===== src/rtl/apb_to_ahbl_pkg.sv =====
// Shared encodings for the APB-to-AHB-Lite bridge: FSM states, HTRANS/HSIZE codes
// and the tied AHB attribute values.
package apb_to_ahbl_pkg;

    typedef enum logic [1:0] {
        ST_IDLE = 2'd0,
        ST_ADDR = 2'd1,
        ST_DATA = 2'd2,
        ST_RESP = 2'd3
    } state_t;

    localparam logic [1:0] HTRANS_IDLE   = 2'b00;
    localparam logic [1:0] HTRANS_NONSEQ = 2'b10;

    localparam logic [2:0] HSIZE_BYTE = 3'b000;
    localparam logic [2:0] HSIZE_HALF = 3'b001;
    localparam logic [2:0] HSIZE_WORD = 3'b010;

    localparam logic [3:0] HPROT_TIED    = 4'b0011;
    localparam logic [2:0] HBURST_SINGLE = 3'b000;

endpackage


===== src/rtl/apb_to_ahbl_if.sv =====
// Bus bundle for apb_to_ahbl: APB completer side plus AHB-Lite master side.
// apbs_pstrb exists only when APB_TO_AHBL_PSTRB_EN is defined.
interface apb_to_ahbl_if #(
    parameter int W_HADDR = 32,
    parameter int W_PADDR = 16,
    parameter int W_DATA  = 32
);
    logic               apbs_psel;
    logic               apbs_penable;
    logic               apbs_pwrite;
    logic [W_PADDR-1:0] apbs_paddr;
    logic [W_DATA-1:0]  apbs_pwdata;
`ifdef APB_TO_AHBL_PSTRB_EN
    logic [3:0]         apbs_pstrb;
`endif
    logic [W_DATA-1:0]  apbs_prdata;
    logic               apbs_pready;
    logic               apbs_pslverr;

    logic [W_HADDR-1:0] ahblm_haddr;
    logic               ahblm_hwrite;
    logic [1:0]         ahblm_htrans;
    logic [2:0]         ahblm_hsize;
    logic [2:0]         ahblm_hburst;
    logic [3:0]         ahblm_hprot;
    logic               ahblm_hmastlock;
    logic [W_DATA-1:0]  ahblm_hwdata;
    logic               ahblm_hready;
    logic               ahblm_hresp;
    logic [W_DATA-1:0]  ahblm_hrdata;

    // Bridge view: APB completer, AHB-Lite master.
    modport slave (
`ifdef APB_TO_AHBL_PSTRB_EN
        input  apbs_pstrb,
`endif
        input  apbs_psel, apbs_penable, apbs_pwrite, apbs_paddr, apbs_pwdata,
        output apbs_prdata, apbs_pready, apbs_pslverr,
        output ahblm_haddr, ahblm_hwrite, ahblm_htrans, ahblm_hsize, ahblm_hburst,
        output ahblm_hprot, ahblm_hmastlock, ahblm_hwdata,
        input  ahblm_hready, ahblm_hresp, ahblm_hrdata
    );

    // Environment view: APB requester, AHB-Lite fabric.
    modport master (
`ifdef APB_TO_AHBL_PSTRB_EN
        output apbs_pstrb,
`endif
        output apbs_psel, apbs_penable, apbs_pwrite, apbs_paddr, apbs_pwdata,
        input  apbs_prdata, apbs_pready, apbs_pslverr,
        input  ahblm_haddr, ahblm_hwrite, ahblm_htrans, ahblm_hsize, ahblm_hburst,
        input  ahblm_hprot, ahblm_hmastlock, ahblm_hwdata,
        output ahblm_hready, ahblm_hresp, ahblm_hrdata
    );

endinterface


===== src/rtl/apb_pstrb_decode.sv =====
// Maps an APB write strobe to AHB size and byte-lane offset; only built with
// APB_TO_AHBL_PSTRB_EN, since nothing else instantiates it.
`ifdef APB_TO_AHBL_PSTRB_EN
module apb_pstrb_decode
    import apb_to_ahbl_pkg::*;
(
    input  logic [3:0] pstrb,
    output logic [2:0] hsize,
    output logic [1:0] offset,
    output logic       valid
);

    always_comb begin
        hsize  = HSIZE_WORD;
        offset = 2'd0;
        valid  = 1'b1;
        case (pstrb)
            4'b0001: begin hsize = HSIZE_BYTE; offset = 2'd0; end
            4'b0010: begin hsize = HSIZE_BYTE; offset = 2'd1; end
            4'b0100: begin hsize = HSIZE_BYTE; offset = 2'd2; end
            4'b1000: begin hsize = HSIZE_BYTE; offset = 2'd3; end
            4'b0011: begin hsize = HSIZE_HALF; offset = 2'd0; end
            4'b1100: begin hsize = HSIZE_HALF; offset = 2'd2; end
            4'b1111: begin hsize = HSIZE_WORD; offset = 2'd0; end
            default: valid = 1'b0;
        endcase
    end

endmodule
`endif


===== src/rtl/apb_to_ahbl.sv =====
// APB completer issuing one AHB-Lite SINGLE transfer per APB access.
// Optional byte/halfword writes from pstrb when APB_TO_AHBL_PSTRB_EN is defined.
//
// state | meaning
// IDLE  | waiting for APB setup phase
// ADDR  | AHB address phase, NONSEQ driven until hready
// DATA  | AHB data phase, hwdata held until hready
// RESP  | one-cycle APB completion (pready)
module apb_to_ahbl
    import apb_to_ahbl_pkg::*;
#(
    parameter int                 W_HADDR    = 32,
    parameter int                 W_PADDR    = 16,
    parameter int                 W_DATA     = 32,
    parameter logic [W_HADDR-1:0] HADDR_BASE = '0
) (
    input  logic           clk,
    input  logic           rst,
    apb_to_ahbl_if.slave   bus
);

    state_t             state;
    state_t             state_nxt;
    logic [W_HADDR-1:0] haddr_r;
    logic               hwrite_r;
    logic [2:0]         hsize_r;
    logic [W_DATA-1:0]  hwdata_r;
    logic [W_DATA-1:0]  prdata_r;
    logic               pslverr_r;

    logic               setup;
    logic [2:0]         req_hsize;
    logic [1:0]         req_ofs;
    logic               req_ok;
    logic [W_HADDR-1:0] req_haddr;
    logic [1:0]         htrans_c;
    logic               pready_c;

    assign setup = bus.apbs_psel & ~bus.apbs_penable;

`ifdef APB_TO_AHBL_PSTRB_EN
    logic [2:0] dec_hsize;
    logic [1:0] dec_ofs;
    logic       dec_valid;

    apb_pstrb_decode u_pstrb_decode (
        .pstrb  (bus.apbs_pstrb),
        .hsize  (dec_hsize),
        .offset (dec_ofs),
        .valid  (dec_valid)
    );

    // Reads ignore the strobe and are always word accesses.
    always_comb begin
        req_hsize = HSIZE_WORD;
        req_ofs   = 2'd0;
        req_ok    = 1'b1;
        if (bus.apbs_pwrite) begin
            req_hsize = dec_hsize;
            req_ofs   = dec_ofs;
            req_ok    = dec_valid;
        end
    end
`else
    assign req_hsize = HSIZE_WORD;
    assign req_ofs   = 2'd0;
    assign req_ok    = 1'b1;
`endif

    // Word-align first, then place the lane offset.
    always_comb begin
        req_haddr      = HADDR_BASE | W_HADDR'(bus.apbs_paddr);
        req_haddr[1:0] = req_ofs;
    end

    always_ff @(posedge clk) begin
        if (rst) state <= ST_IDLE;
        else     state <= state_nxt;
    end

    always_comb begin
        state_nxt = state;
        htrans_c  = HTRANS_IDLE;
        pready_c  = 1'b0;
        case (state)
            ST_IDLE: if (setup) state_nxt = req_ok ? ST_ADDR : ST_RESP;
            ST_ADDR: begin
                htrans_c = HTRANS_NONSEQ;
                if (bus.ahblm_hready) state_nxt = ST_DATA;
            end
            ST_DATA: if (bus.ahblm_hready) state_nxt = ST_RESP;
            ST_RESP: begin
                pready_c  = 1'b1;
                state_nxt = ST_IDLE;
            end
            default: state_nxt = ST_IDLE;
        endcase
    end

    // hresp is only trusted on the hready=1 cycle of the two-cycle error.
    always_ff @(posedge clk) begin
        if (rst) begin
            haddr_r   <= '0;
            hwrite_r  <= 1'b0;
            hsize_r   <= HSIZE_WORD;
            hwdata_r  <= '0;
            prdata_r  <= '0;
            pslverr_r <= 1'b0;
        end else begin
            if (state == ST_IDLE && setup) begin
                haddr_r   <= req_haddr;
                hwrite_r  <= bus.apbs_pwrite;
                hsize_r   <= req_hsize;
                hwdata_r  <= bus.apbs_pwdata;
                pslverr_r <= ~req_ok;
            end
            if (state == ST_DATA && bus.ahblm_hready) begin
                pslverr_r <= bus.ahblm_hresp;
                if (!hwrite_r) prdata_r <= bus.ahblm_hrdata;
            end
        end
    end

    assign bus.apbs_prdata     = prdata_r;
    assign bus.apbs_pready     = pready_c;
    assign bus.apbs_pslverr    = pready_c & pslverr_r;

    assign bus.ahblm_haddr     = haddr_r;
    assign bus.ahblm_hwrite    = hwrite_r;
    assign bus.ahblm_htrans    = htrans_c;
    assign bus.ahblm_hsize     = hsize_r;
    assign bus.ahblm_hburst    = HBURST_SINGLE;
    assign bus.ahblm_hprot     = HPROT_TIED;
    assign bus.ahblm_hmastlock = 1'b0;
    assign bus.ahblm_hwdata    = hwdata_r;

endmodule


===== src/flat_wrapper.sv =====
// flat-port wrapper written by rule: the top's interface ports become plain ports
module apb_to_ahbl_flat import apb_to_ahbl_pkg::*;
#(
    parameter int                 W_HADDR    = 32,
    parameter int                 W_PADDR    = 16,
    parameter int                 W_DATA     = 32,
    parameter logic [W_HADDR-1:0] HADDR_BASE = '0
)
  (clk, rst, bus_apbs_psel, bus_apbs_penable, bus_apbs_pwrite, bus_apbs_paddr, bus_apbs_pwdata, bus_apbs_prdata, bus_apbs_pready, bus_apbs_pslverr, bus_ahblm_haddr, bus_ahblm_hwrite, bus_ahblm_htrans, bus_ahblm_hsize, bus_ahblm_hburst, bus_ahblm_hprot, bus_ahblm_hmastlock, bus_ahblm_hwdata, bus_ahblm_hready, bus_ahblm_hresp, bus_ahblm_hrdata);
  apb_to_ahbl_if #(.W_HADDR(W_HADDR), .W_PADDR(W_PADDR), .W_DATA(W_DATA)) bus_i ();
  input  logic clk;
  input  logic rst;
  input wire logic [$bits(bus_i.apbs_psel)-1:0] bus_apbs_psel;
  input wire logic [$bits(bus_i.apbs_penable)-1:0] bus_apbs_penable;
  input wire logic [$bits(bus_i.apbs_pwrite)-1:0] bus_apbs_pwrite;
  input wire logic [$bits(bus_i.apbs_paddr)-1:0] bus_apbs_paddr;
  input wire logic [$bits(bus_i.apbs_pwdata)-1:0] bus_apbs_pwdata;
  output wire logic [$bits(bus_i.apbs_prdata)-1:0] bus_apbs_prdata;
  output wire logic [$bits(bus_i.apbs_pready)-1:0] bus_apbs_pready;
  output wire logic [$bits(bus_i.apbs_pslverr)-1:0] bus_apbs_pslverr;
  output wire logic [$bits(bus_i.ahblm_haddr)-1:0] bus_ahblm_haddr;
  output wire logic [$bits(bus_i.ahblm_hwrite)-1:0] bus_ahblm_hwrite;
  output wire logic [$bits(bus_i.ahblm_htrans)-1:0] bus_ahblm_htrans;
  output wire logic [$bits(bus_i.ahblm_hsize)-1:0] bus_ahblm_hsize;
  output wire logic [$bits(bus_i.ahblm_hburst)-1:0] bus_ahblm_hburst;
  output wire logic [$bits(bus_i.ahblm_hprot)-1:0] bus_ahblm_hprot;
  output wire logic [$bits(bus_i.ahblm_hmastlock)-1:0] bus_ahblm_hmastlock;
  output wire logic [$bits(bus_i.ahblm_hwdata)-1:0] bus_ahblm_hwdata;
  input wire logic [$bits(bus_i.ahblm_hready)-1:0] bus_ahblm_hready;
  input wire logic [$bits(bus_i.ahblm_hresp)-1:0] bus_ahblm_hresp;
  input wire logic [$bits(bus_i.ahblm_hrdata)-1:0] bus_ahblm_hrdata;
  assign bus_i.apbs_psel = bus_apbs_psel;
  assign bus_i.apbs_penable = bus_apbs_penable;
  assign bus_i.apbs_pwrite = bus_apbs_pwrite;
  assign bus_i.apbs_paddr = bus_apbs_paddr;
  assign bus_i.apbs_pwdata = bus_apbs_pwdata;
  assign bus_apbs_prdata = bus_i.apbs_prdata;
  assign bus_apbs_pready = bus_i.apbs_pready;
  assign bus_apbs_pslverr = bus_i.apbs_pslverr;
  assign bus_ahblm_haddr = bus_i.ahblm_haddr;
  assign bus_ahblm_hwrite = bus_i.ahblm_hwrite;
  assign bus_ahblm_htrans = bus_i.ahblm_htrans;
  assign bus_ahblm_hsize = bus_i.ahblm_hsize;
  assign bus_ahblm_hburst = bus_i.ahblm_hburst;
  assign bus_ahblm_hprot = bus_i.ahblm_hprot;
  assign bus_ahblm_hmastlock = bus_i.ahblm_hmastlock;
  assign bus_ahblm_hwdata = bus_i.ahblm_hwdata;
  assign bus_i.ahblm_hready = bus_ahblm_hready;
  assign bus_i.ahblm_hresp = bus_ahblm_hresp;
  assign bus_i.ahblm_hrdata = bus_ahblm_hrdata;
  apb_to_ahbl #(.W_HADDR(W_HADDR), .W_PADDR(W_PADDR), .W_DATA(W_DATA), .HADDR_BASE(HADDR_BASE)) u_core (.clk(clk), .rst(rst), .bus(bus_i));
endmodule

===== config.mk =====
export PLATFORM = sky130hd
export DESIGN_NAME = apb_to_ahbl_flat
export DESIGN_NICKNAME = d
export VERILOG_FILES = /design/src/rtl/apb_to_ahbl_pkg.sv /design/src/rtl/apb_to_ahbl_if.sv /design/src/rtl/apb_pstrb_decode.sv /design/src/rtl/apb_to_ahbl.sv /design/src/flat_wrapper.sv
export SDC_FILE = /design/constraint.sdc
export NUM_CORES = 1
export LEC_CHECK = 0
export BUFFER_PORTS_ARGS = -buffer_cell sky130_fd_sc_hd__buf_2
export CORE_ASPECT_RATIO = 1.1
export CORE_UTILIZATION = 30
export CTS_CLUSTER_SIZE = 25
export DETAILED_ROUTE_END_ITERATION = 16
export HOLD_SLACK_MARGIN = 0.02
export SYNTH_ARGS = -nofsm -noshare
export SYNTH_HDL_FRONTEND = slang
export SYNTH_SLANG_ARGS = --single-unit

===== constraint.sdc =====
create_clock -name clk -period 3.3 [get_ports clk]
set_input_delay 0.66 -clock clk [delete_from_list [all_inputs] [get_ports clk]]
set_output_delay 0.66 -clock clk [all_outputs]
set_load 0.1 [all_outputs]

=== Yosys cells after proc, flatten, opt, wreduce, memory -nomap -nowiden ===
Cells that the tools add are included.
W data, S select, Z words.

* Word-level logic and storage cells: 30
* Bits of input ports: 87
* Bits in registers: 82
* Output and inout bits: 112

* Reduce and logical (&&, ||, !) cells: 6
* Equal/unequal tests: 6
* Bitwise logic cells: 4
* Muxes and demuxes: 8

{| class="wikitable"
|+ Operator list
! cell !! number
|-
| $mux W2 || 4
|-
| $pmux W2 S4 || 1
|-
| $eq A2 B2 Y1 const B || 2
|-
| $ne A2 B2 Y1 const B || 2
|-
| $mux W1 || 3
|-
| $reduce_and A3 Y1 || 1
|-
| $and A1 B1 Y1 || 2
|-
| $eq A2 B1 Y1 const B || 1
|-
| $logic_and A1 B1 Y1 || 2
|-
| $logic_not A2 Y1 || 1
|-
| $ne A2 B1 Y1 const B || 1
|-
| $not A1 Y1 || 2
|-
| $reduce_and A2 Y1 || 1
|-
| $reduce_bool A2 Y1 || 1
|}

=== Depth between registers and ports, before layout ===
Gate-level depths: netlist (run 1).

* Word-level depth: 5
* Mapped depth: 7

=== Worst setup path before layout (run 1) ===
OpenSTA, ideal clock, no wires.

* Kind: register -> output
* Start point: reg u_core.state[0]
* End point: out bus_apbs_pslverr
* Data required time: 2640 ps
* Path buffers: 0
* Setup slack: 612 ps
* Stages on the path, launching flop included: 3
* Arrival time: 2028 ps
* Path through: dfxtp_1 -> ha_1 -> and2_1

* Word-level cells in the longest chain between the ends: 3

{| class="wikitable"
|+ Ends and longest elaborated chain
! element !! RTL line !! RTL
|-
| start: declaration || apb_to_ahbl.sv:22 || <nowiki>state_t state;</nowiki>
|-
| start signal: assignment || apb_to_ahbl.sv:78 || <nowiki>else state <= state_nxt;</nowiki>
|-
| $eq A2 B2 Y1 || apb_to_ahbl.sv:85 || <nowiki>case (state)</nowiki>
|-
| $mux W1 || apb_to_ahbl.sv:85 ||
|-
| named net bus_apbs_pready || flat_wrapper.sv:19 || <nowiki>output wire logic [$bits(bus_i.apbs_pready)-1:0] bus_apbs_pready;</nowiki>
|-
| $and A1 B1 Y1 || apb_to_ahbl.sv:126 || <nowiki>assign bus.apbs_pslverr = pready_c & pslverr_r;</nowiki>
|-
| end: declaration || flat_wrapper.sv:20 || <nowiki>output wire logic [$bits(bus_i.apbs_pslverr)-1:0] bus_apbs_pslverr;</nowiki>
|}

The timed path passes the listed nets, and every way through them passes these cells.

=== Final worst setup path (run 1) ===
* Start point: reg u_core.state[0]
* End point: out bus_apbs_pslverr

* Word-level cells in the longest chain between the ends: 3

{| class="wikitable"
|+ Ends and longest elaborated chain
! element !! RTL line
|-
| $eq A2 B2 Y1 || apb_to_ahbl.sv:85
|-
| $mux W1 || apb_to_ahbl.sv:85
|-
| $and A1 B1 Y1 || apb_to_ahbl.sv:126
|}

No other way between the ends.

==> results of run 1 <==
-- worst max-delay path, cell delays in order (launching register included) --
cell	delay, ps
dfxtp_1	390
ha_1	190
and2_1	200
buf_2	450
-- state kept, by name, summed over array words and instances, names as in the netlist --
name	flops
u_core.bus.ahblm_haddr	14
u_core.bus.ahblm_hwdata	32
u_core.bus.ahblm_hwrite	1
u_core.bus.apbs_prdata	32
u_core.pslverr_r	1
u_core.state	2
-- area by class of cell --
type	instances	share of cell area, %
Multi-Input combinational cell	289	30.1
Sequential cell	82	38.4
Clock buffer	11	5.44
Inverter	2	0.175
Clock inverter	5	1.29
Tap cell	143	4.18
Timing Repair Buffer	170	20.4
-- cell usage in the layout, fill, tap and decap left out, types with 2 or more instances in the layout --
cell type   instances
nand3b_1            2
clkinv_2            2
nand3_1             2
buf_4               3
clkinvlp_4          2
nand2b_1            3
conb_1             30
dfxtp_1            82
a21oi_2             5
a21oi_1            76
buf_2             166
clkbuf_16           9
inv_1               2
ha_1                4
nand2_1           159
clkbuf_1            2
-- synthesized netlist by cell type --
master	count	area, µm²
nand2b_1	3	18.8
ha_1	4	50.1
conb_1	2	7.51
and2_1	1	6.26
a21boi_1	1	7.51
buf_4	32	240
nand3_1	2	10.0
nand3b_1	2	15.0
nor2_1	1	3.75
mux2i_1	1	10.0
clkbuf_4	1	7.51
o21a_1	1	7.51
a21oi_2	5	43.8
buf_2	7	35.0
a21oi_1	76	380
dfxtp_1	82	1640
buf_6	6	67.6
nand2_1	159	597
buf_1	1	3.75
inv_1	2	7.51
and3b_1	2	17.5
o21bai_1	1	7.51
clkbuf_1	9	33.8
-- where the power goes --
group	leakage [nW]	internal (mW)	switching, mW
clock	0.136	0.584	0.383
combinational	1.19	0.206	1.13
sequential	0.666	1.09	0.0523
total	1.99	1.88	1.56
-- metal layers --
| layer | vias to the layer above | global-route usage [%] |
|---|---|---|
| met1 | 1338 | 16.0 |
| li1 | 1519 | - |
| met3 | 6 | 4.62 |
| met4 | 0 | 5.12 |
| met5 | - | 0 |
| met2 | 120 | 23.8 |
-- stage by stage --
step	util, %	hold slack (ps)
5_1_grt	41.2	465
3_5_place_dp	38.4	444
2_1_floorplan	-	443
3_3_place_gp	38.4	438
6_report	41.2	451
4_1_cts	41.2	452
-- worst min path at each step --
stage / to / slack, ps / cells past startpoint
2_1_floorplan: u_core.pslverr_r / 440 / 2
3_3_place_gp: u_core.bus.ahblm_hwdata[12] / 440 / 2
3_5_place_dp: u_core.bus.ahblm_hwdata[26] / 440 / 2
4_1_cts: u_core.bus.ahblm_hwdata[26] / 450 / 2
5_1_grt: u_core.bus.ahblm_hwdata[26] / 460 / 2
6_report: u_core.bus.ahblm_haddr[9] / 450 / 2
-- logic make-up after synthesis --
kind of cell             after synthesis  synth area share [%]
AO/OA/AOI/OAI                         84                  13.9
adder cells (fa/ha/maj)                4                  1.55
buffers and inverters                 58                  12.3
flip-flops                            82                  51.0
multiplexers                           1                 0.311
other                                  2                 0.233
AND/OR/NAND/NOR                      170                  20.8
==> reports/metrics.cfg, run 1 <==
[die]
die_h_um = 111
die_width_um = 101
initial_utilization_pct = 31.0
core_um2 = 10400
die-area_um2 = 11100
io-pin-count = 199
rows = 39

[worst_setup_path]
startpoint = u_core.state[0]
cp.required_ps = 2640
cp.arrival_ps = 1560
crit_path_max_fanout = 4
r2r_slack_ps = 1500
startpoint_type = flop
worstSetupPathType = reg2out
r2r-end = u_core.bus.ahblm_hwdata[4]
endpoint_kind = primary output
endpoint = bus_apbs_pslverr
rr_startpoint = u_core.state[0]
r2r_cells = 5

[min_path]
hp-class = reg2reg
hp-start = u_core.bus.ahblm_haddr[9]

[timing]
fmaxAchievable_ghz = 0.451
rsz0062_at_grt = false
maxSlewHeadroom_pct = 43.1
setup_viol = 0
fin_crit_ps = 2220
finalCritPeriodShare_pct = 67.1
worstMarginPinSlew_ps = 853
final.setup.tns_ps = 0
slew_viol_final = 0
fin_ws_ps = 1080
fin_skew_ps = 4.81
hold_violations = 0

[global_routing]
grt_pass1_vias = 2809
antenna_found_initial = 0
grt_use_total_pct = 13.9
grt_pass1_wl_um = 12400
grt_max_degree = 48
overflow = 0

[placement]
port_buffers = 166
gp_congestion = 0.729
dp_hpwl_um = 5440
dpl_cell_area_um2 = 3990
place_inst = 686
dp_slack_ps = 1330

[clock_tree]
clkTransAtPathRegs_ps = 60
cts_buffers = 9
htreeDepth = 3
clock_path_buffers = 2
cts_tree = done
postCtsResizedCells = 0
cts-root-buf = clkbuf_16
clkLatencyLatePin_ps = 320
cts_setup_buffers = 0
holdBufCountCts = 0
cts.sinks = 82

[final_layout]
nNetsFinal = 645
multi_input_area_um2 = 1290
fin_area_um2 = 4280
regArea_um2 = 1640
layout-drive-gt1-share_pct = 34.0
area_growth_pct = 32.9
diodes = 0
fillCellCount = 1112
stdcell_count = 702

[synthesis]
synth_cell_types = 23
yosys_warnings = 0
netlist_area_um2 = 3220
synth-seq-cells = 82
ys_seq_area_share_pct = 51.0
syn_inst = 401
synth.avg_cell_area_um2 = 8.03

[power_and_ir_drop]
finalPower_mw = 3.45
power_density_nw_per_um2 = 806
peakVddDrop_uv = 268
p_leak_nw = 1.99

[detailed_routing]
drtIter0Drc = 65
drt-met1-wl_um = 3410
wl_met2_um = 3570
finalWirelength_um = 7650
dr_wl_met3_um = 591
vias = 2983
wl_per_cell_um = 10.9
vias_per_cell = 4.25
drc_errors = 0
ant_nets = 0
maxUsedRoutingLayer = met4
first_pass_iters = 4

[run]
cap_violations = 0

[run_status]
status = finished, final reports clean

Note: power is estimated with default switching activity, not from simulation.
==> run 2: changes to the inputs <==
--- a/config.mk
+++ b/config.mk
@@ -5,6 +5,7 @@
 export SDC_FILE = /design/constraint.sdc
 export NUM_CORES = 1
 export LEC_CHECK = 0
+export ABC_AREA = 1
 export BUFFER_PORTS_ARGS = -buffer_cell sky130_fd_sc_hd__buf_2
 export CORE_ASPECT_RATIO = 1.1
 export CORE_UTILIZATION = 30
==> constraint.sdc (replaced) <==
create_clock -name clk -period 1.9 [get_ports clk]
set_input_delay 0.38 -clock clk [delete_from_list [all_inputs] [get_ports clk]]
set_output_delay 0.38 -clock clk [all_outputs]
set_load 0.1 [all_outputs]
==> run 2 against run 1 <==
  * Final area grew 3.4%
  * Clock skew shrank 1.0 ps
  * Synthesized cell count grew 1.0%
  * Routed wire length shrank 1.2%
  * Die area grew 3.2%
  * Register-to-register slack lost 1200 ps
  * Largest cell class unchanged
  * First-iteration DRC count grew 20%
  * Count of clock-buffer cells in the layout shrank 1
  * Power grew 130%
==> reports/metrics.cfg, run 2 <==
[global_routing]
grt_max_degree = 78
grt_pass1_vias = 2608
overflow = 0
grt_pass1_wl_um = 11800
grt_use_total_pct = 13.0
antenna_found_initial = 0

[synthesis]
synth_common_cells = 82 x dfxtp_1, 58 x o21ai_0, 53 x nor2_1, 52 x inv_1, 50 x a21oi_1
netlist_area_um2 = 3320
netlist_top_cells_area = dfxtp_1 49%, o21ai_0 8.7%, a21oi_1 7.5%
synthFlopType = dfxtp_1
ys_async_sr_fraction_pct = 0
synth-edff-count = 0
synth_top_area_share_pct = 49.4
synth-seq-cells = 82
synth_cell_types = 21
synth.avg_cell_area_um2 = 8.21
yosysTopAreaCell = dfxtp_1
ys_seq_area_share_pct = 49.4
yosys_warnings = 0
syn_inst = 405
synth.most_common_cell = dfxtp_1

[timing]
final.setup.tns_ps = 0
hold_violations = 0
maxSlewHeadroom_pct = 65.8
rsz0062_at_grt = false
finalCritPeriodShare_pct = 91.9
worstMarginPinSlew_ps = 516
slew_viol_final = 0
fmaxAchievable_ghz = 0.572
fin_crit_ps = 1750
fin_skew_ps = 3.77
setup_viol = 0

[die]
initial_utilization_pct = 31.4
rows = 39
io-pin-count = 199
die-area_um2 = 11500
core_um2 = 10600
die_width_um = 102
die_h_um = 112

[power_and_ir_drop]
power_density_nw_per_um2 = 1800
swShare_pct = 51.2
p_int_mw = 3.89
p_leak_nw = 2.22
combPwrFrac_pct = 47.6
power_frac_seq_pct = 28.0
p_clk_share_pct = 24.4
peakVddDrop_uv = 869
p_switching_mw = 4.08

[clock_tree]
clkTransAtPathRegs_ps = 60
cts-root-buf = clkbuf_16
htreeDepth = 3
cts.sinks = 82
cts_buffers = 9
clkLatencyLatePin_ps = 330
clock_path_buffers = 2
cts_tree = done
cts_setup_buffers = 0

[placement]
port_buffers = 166
gp_congestion = 0.740
place_inst = 693
dp_hpwl_um = 5380

[final_layout]
stdcell_count = 709
layout-drive-gt1-share_pct = 36.6
utilization_pct = 41.8
area_growth_pct = 33.1
nNetsFinal = 652
diodes = 0
most-common-layout-cells = 165 x buf_2, 82 x dfxtp_1, 58 x o21ai_0
mostFrequentLayoutCell = buf_2

[worst_setup_path]
r2r_cells = 7
r2r_slack_ps = 350
crit_path_max_fanout = 4
startpoint_type = flop
rr_startpoint = u_core.state[0]
cp.arrival_ps = 1370
cp.required_ps = 1520
worstSetupPathType = reg2out
r2r-end = u_core.bus.apbs_prdata[9]
endpoint_kind = primary output

[detailed_routing]
ant_nets = 0
finalWirelength_um = 7560
vias = 2978
drtIter0Drc = 78
drc_errors = 0
first_pass_iters = 4
wl_per_cell_um = 10.7
vias_per_cell = 4.20

[min_path]
whs_path_depth = 3
hp-class = in2reg
min_to = u_core.bus.apbs_prdata[0]
hp-start = bus_ahblm_hrdata[0]

[run_status]
status = finished, final reports clean

[run]
cap_violations = 0

-- run 2: cell types whose count changed after synthesis, sizes merged, moves of 2 or more --
cell    before  now
clkbuf      10   12
nand3b       2    0
o21ai        0   80
a21oi       81   50
and3b        2    0
inv          2   53
nor2         1   68
nand2      159    8
nand2b       3    0
buf         46   42
-- run 2: area by class of cell --
| cell class | instances | area, µm² |
|---|---|---|
| repair buffers | 171 | 883 |
| multi-input cells | 243 | 1180 |
| fillers | 1077 | 6160 |
| flip-flops and latches | 82 | 1640 |
| well taps | 143 | 179 |
| inverters | 54 | 209 |
| clock buffers | 10 | 229 |
| clock inverters | 6 | 105 |
-- run 2: worst max path at each step --
stage | endpoint | cells past startpoint | slack [ps] | startpoint
after global routing | bus_apbs_pslverr | 4 | 80 | u_core.state[0]
after detailed placement | u_core.bus.apbs_prdata[16] | 7 | 370 | u_core.state[0]
after CTS | bus_apbs_pslverr | 4 | 40 | u_core.state[1]
after global placement | bus_apbs_pslverr | 4 | 420 | u_core.state[0]
final | bus_apbs_pslverr | 4 | 150 | u_core.state[0]
after floorplan | bus_apbs_pslverr | 3 | 100 | u_core.state[0]
-- run 2: logic make-up (layout without fill, tap and decap cells) --
group	Yosys count	in the layout	synth area share (%)
AOI/OAI and AO/OA	131	131	19.8
adders and majority gates	4	4	1.51
buffers and inverters	108	241	18.4
DFF	82	82	49.4
other	2	30	0.226
and+or+nand+nor	78	78	10.7
-- run 2: stage by stage --
| stage | hold slack, ps | total power [mW] | area [µm²] | setup slack (ps) |
|---|---|---|---|---|
| 4_1_cts | 260 | 8.07 | 4420 | 39.4 |
| 3_3_place_gp | 428 | 6.02 | 4090 | 417 |
| 3_5_place_dp | 433 | 6.08 | 4090 | 369 |
| 6_report | 273 | 7.97 | 4420 | 153 |
| 5_1_grt | 264 | 8.35 | 4420 | 84.9 |
| 2_1_floorplan | 438 | 5.65 | 3430 | 100 |
-- run 2: worst max-delay path: stages, from the launching register on --
cell and delay [ps]:
dfxtp_1 390, ha_2 190, nand2_1 80, clkinvlp_4 70, clkbuf_4 310
-- run 2: layer usage --
layer,track usage [%],vias to the layer above,share of wire (%)
li1,-,1533,-
met1,14.0,1296,41
met2,22.3,139,47
met3,4.98,10,9.9
met4,6.00,0,1.7
met5,0,-,0
-- run 2: timing repair --
| action | in CTS | in global routing |
|---|---|---|
| resized for setup | 0 | 1 |
| endpoints found under the setup margin | 0 | 1 |
| hold buffers | 0 | 0 |
-- run 2: power by group through the flow --
stage               registers (mW)  logic [mW]  clock network, mW
global route                  2.27        3.99               2.09
global placement              2.24        3.78                  0
CTS                           2.23        3.83               2.02
detailed placement            2.26        3.82                  0
floorplan                     4.41        1.24                  0
finish                        2.23        3.80               1.95
